[config.mk]
export PLATFORM = sky130hd
export DESIGN_NAME = asic_boot_pad_top
export DESIGN_NICKNAME = d
export VERILOG_FILES = /design/src/rtl/asic_boot_pkg.sv /design/src/rtl/asic_boot_pad_top_uart_tx_8n1.sv /design/src/rtl/asic_boot_pad_top.sv
export SDC_FILE = /design/constraint.sdc
export NUM_CORES = 1
export LEC_CHECK = 0
export ABC_AREA = 1
export CAP_MARGIN = 30
export CORE_MARGIN = 1
export CORE_UTILIZATION = 38
export CTS_BUF_LIST = sky130_fd_sc_hd__clkbuf_4
export DETAILED_ROUTE_END_ITERATION = 8
export PLACE_DENSITY = 0.51
export SYNTH_ARGS = -nofsm -noshare
export SYNTH_HDL_FRONTEND = slang
export SYNTH_SLANG_ARGS = --single-unit
[constraint.sdc]
create_clock -name r_osc_clk_25m -period 6.93 [get_ports r_osc_clk_25m]
set_input_delay 1.386 -clock r_osc_clk_25m [delete_from_list [all_inputs] [get_ports r_osc_clk_25m]]
set_output_delay 1.386 -clock r_osc_clk_25m [all_outputs]
set_load 0.01 [all_outputs]
[src/rtl/asic_boot_pkg.sv]
// Shared constants for the ecos reduced chip top: FSM encodings, flash command,
// IP select code and pad map.
package asic_boot_pkg;

  typedef logic [2:0] boot_state_t;

  localparam logic [2:0] ST_WAIT       = 3'd0;
  localparam logic [2:0] ST_CS_SETUP   = 3'd1;
  localparam logic [2:0] ST_SHIFT_CMD  = 3'd2;
  localparam logic [2:0] ST_SHIFT_DATA = 3'd3;
  localparam logic [2:0] ST_CS_HOLD    = 3'd4;
  localparam logic [2:0] ST_UART_SEND  = 3'd5;
  localparam logic [2:0] ST_DONE       = 3'd6;

  localparam logic [7:0] SPI_CMD_READ = 8'h03;
  localparam logic [2:0] IP_SEL_BOOT  = 3'd1;

  localparam int PAD_UART_RX   = 0;
  localparam int PAD_UART_TX   = 1;
  localparam int PAD_SPI_SCLK  = 2;
  localparam int PAD_SPI_CS0   = 3;
  localparam int PAD_SPI_CS1   = 4;
  localparam int PAD_BOOT_DONE = 5;
  localparam int PAD_SPI_MOSI  = 11;
  localparam int PAD_SPI_MISO  = 12;

  function automatic int clog2_min1(input int value);
    return (value > 1) ? $clog2(value) : 1;
  endfunction

endpackage

[src/rtl/asic_boot_pad_top_uart_tx_8n1.sv]
// 8N1 UART transmitter. busy drops during the last stop-bit clock so a new
// start in that cycle produces a back-to-back frame with no idle gap.
module uart_tx_8n1
  import asic_boot_pkg::*;
#(
  parameter int BAUD_DIV = 27
) (
  input  logic       clk,
  input  logic       rst_n,
  input  logic       start,
  input  logic [7:0] data,
  output logic       busy,
  output logic       tx
);

  localparam int CNT_W = clog2_min1(BAUD_DIV);
  localparam logic [CNT_W-1:0] CNT_LAST = CNT_W'(BAUD_DIV - 1);

  logic             active_reg;
  logic [8:0]       frame_reg;
  logic [3:0]       bit_idx_reg;
  logic [CNT_W-1:0] baud_cnt_reg;
  logic             tx_reg;
  logic             frame_end;

  assign frame_end = active_reg && (bit_idx_reg == 4'd9) && (baud_cnt_reg == CNT_LAST);
  assign busy      = active_reg && !frame_end;
  assign tx        = tx_reg;

  always_ff @(posedge clk or negedge rst_n) begin
    if (!rst_n) begin
      active_reg   <= 1'b0;
      frame_reg    <= 9'h1FF;
      bit_idx_reg  <= 4'd0;
      baud_cnt_reg <= '0;
      tx_reg       <= 1'b1;
    end else if (start && !busy) begin
      active_reg   <= 1'b1;
      frame_reg    <= {1'b1, data};
      bit_idx_reg  <= 4'd0;
      baud_cnt_reg <= '0;
      tx_reg       <= 1'b0;
    end else if (active_reg) begin
      if (baud_cnt_reg == CNT_LAST) begin
        baud_cnt_reg <= '0;
        if (bit_idx_reg == 4'd9) begin
          active_reg <= 1'b0;
          tx_reg     <= 1'b1;
        end else begin
          // frame_reg holds the remaining data bits then the stop bit, LSB first
          bit_idx_reg <= bit_idx_reg + 4'd1;
          tx_reg      <= frame_reg[0];
          frame_reg   <= {1'b1, frame_reg[8:1]};
        end
      end else begin
        baud_cnt_reg <= baud_cnt_reg + 1'b1;
      end
    end
  end

endmodule

[src/rtl/asic_boot_pad_top.sv]
// Reduced ecos chip top: ip_sel=1 streams BOOT_BYTES from SPI NOR (READ 0x03)
// out of the UART; any other latched ip_sel leaves the pads idle.
module asic_boot_pad_top
  import asic_boot_pkg::*;
#(
  parameter int          POWERUP_CYCLES = 256,
  parameter int          SPI_DIV        = 4,
  parameter int          BAUD_DIV       = 27,
  parameter int          BOOT_BYTES     = 16,
  parameter logic [23:0] BOOT_ADDR      = 24'h000000
) (
  input  logic       r_osc_clk_25m,
  input  logic       r_ext_rst_n,
  input  logic [2:0] ip_sel,
  output logic       sys_clk_o,
  input  logic       uart_rx,
  output logic       uart_tx,
  output logic       spi_sclk,
  output logic [1:0] spi_cs_n,
  output logic       spi_mosi,
  input  logic       spi_miso,
  output logic       boot_done
);

  localparam int DATA_BITS = 8 * BOOT_BYTES;
  localparam int WAIT_W    = clog2_min1(POWERUP_CYCLES);
  localparam int DIV_W     = clog2_min1(SPI_DIV);
  localparam int BIT_W     = clog2_min1(DATA_BITS + 32);
  localparam int IDX_W     = clog2_min1(BOOT_BYTES);
  localparam int TXI_W     = clog2_min1(BOOT_BYTES + 1);

  localparam logic [WAIT_W-1:0] WAIT_LAST = WAIT_W'(POWERUP_CYCLES - 1);
  localparam logic [DIV_W-1:0]  DIV_LAST  = DIV_W'(SPI_DIV - 1);
  localparam logic [DIV_W-1:0]  HALF_LAST = DIV_W'(SPI_DIV / 2 - 1);
  localparam logic [BIT_W-1:0]  CMD_LAST  = BIT_W'(31);
  localparam logic [BIT_W-1:0]  DATA_LAST = BIT_W'(DATA_BITS - 1);
  localparam logic [TXI_W-1:0]  TX_END    = TXI_W'(BOOT_BYTES);
  localparam logic [31:0]       CMD_WORD  = {SPI_CMD_READ, BOOT_ADDR};

  boot_state_t       state_reg;
  logic              sel_valid_reg;
  logic [2:0]        sel_reg;
  logic [WAIT_W-1:0] wait_cnt_reg;
  logic [DIV_W-1:0]  div_cnt_reg;
  logic [BIT_W-1:0]  bit_cnt_reg;
  logic [31:0]       cmd_sr_reg;
  logic [7:0]        rx_sr_reg;
  logic [TXI_W-1:0]  tx_idx_reg;
  logic              sclk_reg;
  logic              cs0_n_reg;
  logic              mosi_reg;
  logic              boot_done_reg;
  logic [7:0]        buf_mem [BOOT_BYTES];

  logic boot_en;
  logic uart_start;
  logic uart_busy;
  logic uart_line;
  logic unused_pads;

  assign boot_en     = sel_valid_reg && (sel_reg == IP_SEL_BOOT);
  assign uart_start  = (state_reg == ST_UART_SEND) && !uart_busy && (tx_idx_reg != TX_END);
  assign unused_pads = uart_rx;

  assign sys_clk_o = r_osc_clk_25m;
  assign spi_sclk  = sclk_reg;
  assign spi_cs_n  = {1'b1, cs0_n_reg};
  assign spi_mosi  = mosi_reg;
  assign uart_tx   = uart_line;
  assign boot_done = boot_done_reg;

  // SCLK period: low half then high half; MISO captured as SCLK rises,
  // MOSI advanced as SCLK falls.
  always_ff @(posedge r_osc_clk_25m or negedge r_ext_rst_n) begin
    if (!r_ext_rst_n) begin
      state_reg     <= ST_WAIT;
      sel_valid_reg <= 1'b0;
      sel_reg       <= 3'd0;
      wait_cnt_reg  <= '0;
      div_cnt_reg   <= '0;
      bit_cnt_reg   <= '0;
      cmd_sr_reg    <= '0;
      rx_sr_reg     <= '0;
      tx_idx_reg    <= '0;
      sclk_reg      <= 1'b0;
      cs0_n_reg     <= 1'b1;
      mosi_reg      <= 1'b0;
      boot_done_reg <= 1'b0;
    end else begin
      if (!sel_valid_reg) begin
        sel_valid_reg <= 1'b1;
        sel_reg       <= ip_sel;
      end
      case (state_reg)
        ST_WAIT: begin
          if (wait_cnt_reg != WAIT_LAST) begin
            wait_cnt_reg <= wait_cnt_reg + 1'b1;
          end else if (boot_en) begin
            state_reg   <= ST_CS_SETUP;
            cs0_n_reg   <= 1'b0;
            cmd_sr_reg  <= CMD_WORD;
            mosi_reg    <= CMD_WORD[31];
            div_cnt_reg <= '0;
          end
        end
        ST_CS_SETUP: begin
          if (div_cnt_reg == HALF_LAST) begin
            div_cnt_reg <= '0;
            bit_cnt_reg <= '0;
            state_reg   <= ST_SHIFT_CMD;
          end else begin
            div_cnt_reg <= div_cnt_reg + 1'b1;
          end
        end
        ST_SHIFT_CMD: begin
          if (div_cnt_reg == DIV_LAST) begin
            div_cnt_reg <= '0;
            sclk_reg    <= 1'b0;
            cmd_sr_reg  <= {cmd_sr_reg[30:0], 1'b0};
            if (bit_cnt_reg == CMD_LAST) begin
              mosi_reg    <= 1'b0;
              bit_cnt_reg <= '0;
              state_reg   <= ST_SHIFT_DATA;
            end else begin
              mosi_reg    <= cmd_sr_reg[30];
              bit_cnt_reg <= bit_cnt_reg + 1'b1;
            end
          end else begin
            div_cnt_reg <= div_cnt_reg + 1'b1;
            if (div_cnt_reg == HALF_LAST) sclk_reg <= 1'b1;
          end
        end
        ST_SHIFT_DATA: begin
          if (div_cnt_reg == DIV_LAST) begin
            div_cnt_reg <= '0;
            sclk_reg    <= 1'b0;
            if (bit_cnt_reg == DATA_LAST) begin
              bit_cnt_reg <= '0;
              state_reg   <= ST_CS_HOLD;
            end else begin
              bit_cnt_reg <= bit_cnt_reg + 1'b1;
            end
          end else begin
            div_cnt_reg <= div_cnt_reg + 1'b1;
            if (div_cnt_reg == HALF_LAST) begin
              sclk_reg  <= 1'b1;
              rx_sr_reg <= {rx_sr_reg[6:0], spi_miso};
            end
          end
        end
        ST_CS_HOLD: begin
          if (div_cnt_reg == HALF_LAST) begin
            div_cnt_reg <= '0;
            cs0_n_reg   <= 1'b1;
            tx_idx_reg  <= '0;
            state_reg   <= ST_UART_SEND;
          end else begin
            div_cnt_reg <= div_cnt_reg + 1'b1;
          end
        end
        ST_UART_SEND: begin
          if (!uart_busy) begin
            if (tx_idx_reg != TX_END) begin
              tx_idx_reg <= tx_idx_reg + 1'b1;
            end else begin
              boot_done_reg <= 1'b1;
              state_reg     <= ST_DONE;
            end
          end
        end
        ST_DONE: begin
        end
        default: state_reg <= ST_WAIT;
      endcase
    end
  end

  // Byte complete on the falling edge that ends its 8th bit.
  always_ff @(posedge r_osc_clk_25m) begin
    if ((state_reg == ST_SHIFT_DATA) && (div_cnt_reg == DIV_LAST) && (bit_cnt_reg[2:0] == 3'b111)) begin
      buf_mem[bit_cnt_reg[IDX_W+2:3]] <= rx_sr_reg;
    end
  end

  uart_tx_8n1 #(
    .BAUD_DIV(BAUD_DIV)
  ) u_uart_tx (
    .clk  (r_osc_clk_25m),
    .rst_n(r_ext_rst_n),
    .start(uart_start),
    .data (buf_mem[tx_idx_reg[IDX_W-1:0]]),
    .busy (uart_busy),
    .tx   (uart_line)
  );

endmodule

==> run summary <==
RUN STATUS
----------------------------------------------------------------------------------------------------
Run status ............................................................................ complete, no violations

DRT
----------------------------------------------------------------------------------------------------
Post-DR vias/cell .....................................................................        4.745
Iteration-0 DRC count of the detailed router ..........................................          342
Count of antenna-violating nets left after detailed routing ...........................            0
Routed wirelength normalized by instance count ........................................     15.21 µm
Detailed Route WL .....................................................................     18760 µm
Detailed-route via count ..............................................................         5850
DRC Markers ...........................................................................            0
Length of the first detailed-routing pass in iterations ...............................            5

GLOBAL ROUTING
----------------------------------------------------------------------------------------------------
Vias in the first global route ........................................................         5490
Number of antenna violations at the first check in global routing .....................            1
Overflow after GRT ....................................................................            0
Pin count of the biggest net entering global routing ..................................           69
All-layer global routing usage ........................................................       16.84%
Global-route wire length before repair ................................................     30250 µm

POWER
----------------------------------------------------------------------------------------------------
Leak ..................................................................................     3.971 nW
Worst voltage drop across the vdd grid ................................................   0.07893 mV
Power density over cell area .......................................................... 196.4 mW/mm²

YOSYS
----------------------------------------------------------------------------------------------------
Cells after synthesis .................................................................          899
Fraction of the yosys area taken by sequential cells ..................................       62.74%
Area share of xor/xnor cells in the synthesized design ................................       1.483%
Post-Synth Simple-Gate Area ...........................................................       23.02%
Proportion of synthesized area in mux cells ...........................................       1.144%
Count of synthesis-stage warnings from yosys ..........................................            0
Most instantiated flip-flop cell in the synthesis netlist ............................. sky130_fd_sc_hd__edfxtp_1
Average footprint of a synthesized cell ...............................................    9.854 µm²
Synth Area in Compound Gates ..........................................................       3.898%
Ys async rst share ....................................................................       34.69%
Count of flip-flops with a built-in enable after synthesis ............................          128
Dominant combinational cell family by area after synthesis ............................ simple AND/OR/NAND/NOR gates
Flip-flop and latch count after synthesis .............................................          196
Total standard cell area after synthesis .............................................. 0.008858 mm²
Adder-cell share of the synthesized area ..............................................       1.836%
Unique cell type count in the Yosys netlist ...........................................           42

FINAL LAYOUT
----------------------------------------------------------------------------------------------------
Area of all placed cells without fillers .............................................. 0.009517 mm²
Layout Nets ...........................................................................          926
Fillers ...............................................................................         2209
Share of the core filled with cells in the final layout ...............................       41.78%
Area Overhead vs Synth ................................................................       7.429%
Share of post-route cells with drive strength above 1 .................................       9.477%
Multi-input gate area in the final layout ............................................. 0.002803 mm²
Number of flip-flops in the largest register ..........................................          128
Sequential standard cell area ......................................................... 0.005559 mm²

SETUP PATH
----------------------------------------------------------------------------------------------------
Required time reported for the critical path endpoint .................................      5.54 ns
Slack of the worst reg-to-reg path ....................................................      4.06 ns
Sort of element at the end of the critical path .......................................   output pin
Critical Path Start ................................................................... r_osc_clk_25m
Kind of launch point of the worst setup path ..........................................   clock port
Type of the setup path with the least slack ...........................................   clk -> out
Top fanout value on the critical path .................................................            4
Depth of the worst register-to-register path ..........................................           11
Startpoint of the worst register-to-register path ..................................... tx_idx_reg[1]
Capture instance of the worst register-to-register path ............................... u_uart_tx.bit_idx_reg[1]
Arrival time reported for the critical path endpoint ..................................      4.15 ns

TIMING
----------------------------------------------------------------------------------------------------
Final-report setup violation count ....................................................            0
Number of max-slew violations in the final report .....................................            0
Slew at the pin closest to its max-slew limit .........................................    0.9351 ns
Relative max-transition margin ........................................................       37.32%
Final setup TNS .......................................................................         0 ns
Final worst slack .....................................................................     1.398 ns
Worst hold slack across all endpoints .................................................    0.4774 ns
Hold Vio Cnt, Final ...................................................................            0
Final Skew ............................................................................   0.02891 ns
Setup repair after global routing missed its margin ...................................        false

PLACE
----------------------------------------------------------------------------------------------------
Hpwl dp ...............................................................................     11440 µm
# port buffers ........................................................................           11
DP Worst Slack ........................................................................     1.630 ns
Final Wtd Congestion ..................................................................       0.7457
Placed cell areas ..................................................................... 0.009240 mm²

WORST HOLD PATH
----------------------------------------------------------------------------------------------------
Hold-critical path depth ..............................................................            2
Startpoint of the worst hold path ..................................................... u_uart_tx.frame_reg[2]
Path type of the worst min-delay path .................................................   reg -> reg
Worst hold path endpoint .............................................................. u_uart_tx.frame_reg[2]

CTS
----------------------------------------------------------------------------------------------------
Clock insertion delay at the later pin of the skew report .............................      0.70 ns
Postcts setup bufs ....................................................................            0
Post-cts gate resize count ............................................................            0
Clock tree from TritonCTS .............................................................        built
Total of hold buffers inserted after clock tree synthesis .............................            0
Clock-pin slew reported for the worst setup and hold paths after clock tree synthesis .      0.16 ns

RUN
----------------------------------------------------------------------------------------------------
Max cap viols .........................................................................            0

FLOORPLANNING
----------------------------------------------------------------------------------------------------
Initial core utilization ..............................................................       38.89%
I/O pin cnt ...........................................................................           14
Die span in y .........................................................................     154.7 µm
Die outline width .....................................................................     154.7 µm
Die Outline Area ......................................................................  0.02393 mm²
Placement Rows ........................................................................           55
Area of the placeable core ............................................................  0.02278 mm²

[per-stage QoR]
stage               cells  total power, mW
detailed placement   1197            1.295
floorplan             900            1.280
CTS                  1231            1.890
finish               1233            1.869
global route         1233            1.942
global placement     1197            1.295
[worst max path at each step]
| stage | depth (start not counted) | to | slack [ns] |
|---|---|---|---|
| final | 3 | sys_clk_o | 1.40 |
| after global routing | 3 | sys_clk_o | 1.38 |
| after CTS | 3 | sys_clk_o | 1.39 |
| after detailed placement | 1 | sys_clk_o | 1.63 |
| after global placement | 1 | sys_clk_o | 1.63 |
| after floorplan | 1 | sys_clk_o | 1.96 |
[cell usage after synthesis (all sizes together) (4+ instances only)]
cell type,n,area share [%]
nand4,4,0.28
nand3,100,5.6
edfxtp,128,43
mux2,9,1.1
nor3,9,0.51
dfrtp,58,16
nand2,275,12
o21ai,35,2.3
a21oi,14,0.83
inv,90,3.8
nor2,91,4.2
ha,13,1.8
clkbuf,12,0.51
xnor2,4,0.40
buf,20,1.5
dfstp,10,3.0
xor2,11,1.1
[cells by family (layout without fill, tap and decap cells)]
logic type	Yosys count	count (layout)
other	1	4
DFF	196	196
adders and majority gates	13	13
and+or+nand+nor	485	485
muxes	9	9
buffers and inverters	123	141
AOI/OAI and AO/OA	57	57
xor gates and xnor gates	15	15
[worst max-delay path: stages]
cell and delay [ns]:
sky130_fd_sc_hd__clkbuf_4 0.10, sky130_fd_sc_hd__clkbuf_4 0.11, sky130_fd_sc_hd__clkdlybuf4s50_1 0.46
[cell type report]
| cell class | count | share of cell area (%) |
|---|---|---|
| multi-input cells | 581 | 29.45 |
| repair buffers | 15 | 1.420 |
| clock inverters | 12 | 1.118 |
| flip-flops and latches | 196 | 58.41 |
| inverters | 91 | 3.589 |
| clock buffers | 23 | 1.841 |
| well taps | 313 | 4.115 |
| diodes | 2 | 0.05259 |
[metal layers]
metal  vias up  track usage [%]  part of all wire (%)
li1       2956                -                     -
met1      2773            23.38                    49
met2       105            26.42                    46
met3        16            3.138                   3.7
met4         0            5.893                   1.3
met5         -                0                     0
[power breakdown]
| group | switching (mW) | internal, mW |
|---|---|---|
| combinational | 0.00920 | 0.00384 |
| clock | 0.401 | 0.214 |
| sequential | 0.00290 | 1.24 |
[placed cells by master (no fill, tap or decap), types with 10 or more instances in the layout]
| cell | instances |
|---|---|
| sky130_fd_sc_hd__dfstp_2 | 10 |
| sky130_fd_sc_hd__clkbuf_4 | 22 |
| sky130_fd_sc_hd__nand2_1 | 269 |
| sky130_fd_sc_hd__nand3_1 | 100 |
| sky130_fd_sc_hd__ha_1 | 13 |
| sky130_fd_sc_hd__edfxtp_1 | 128 |
| sky130_fd_sc_hd__xor2_1 | 11 |
| sky130_fd_sc_hd__o21ai_0 | 27 |
| sky130_fd_sc_hd__a21oi_1 | 13 |
| sky130_fd_sc_hd__nor2_1 | 86 |
| sky130_fd_sc_hd__clkdlybuf4s50_1 | 10 |
| sky130_fd_sc_hd__dfrtp_1 | 57 |
| sky130_fd_sc_hd__inv_1 | 81 |
Power figures use the tool's default switching activity.
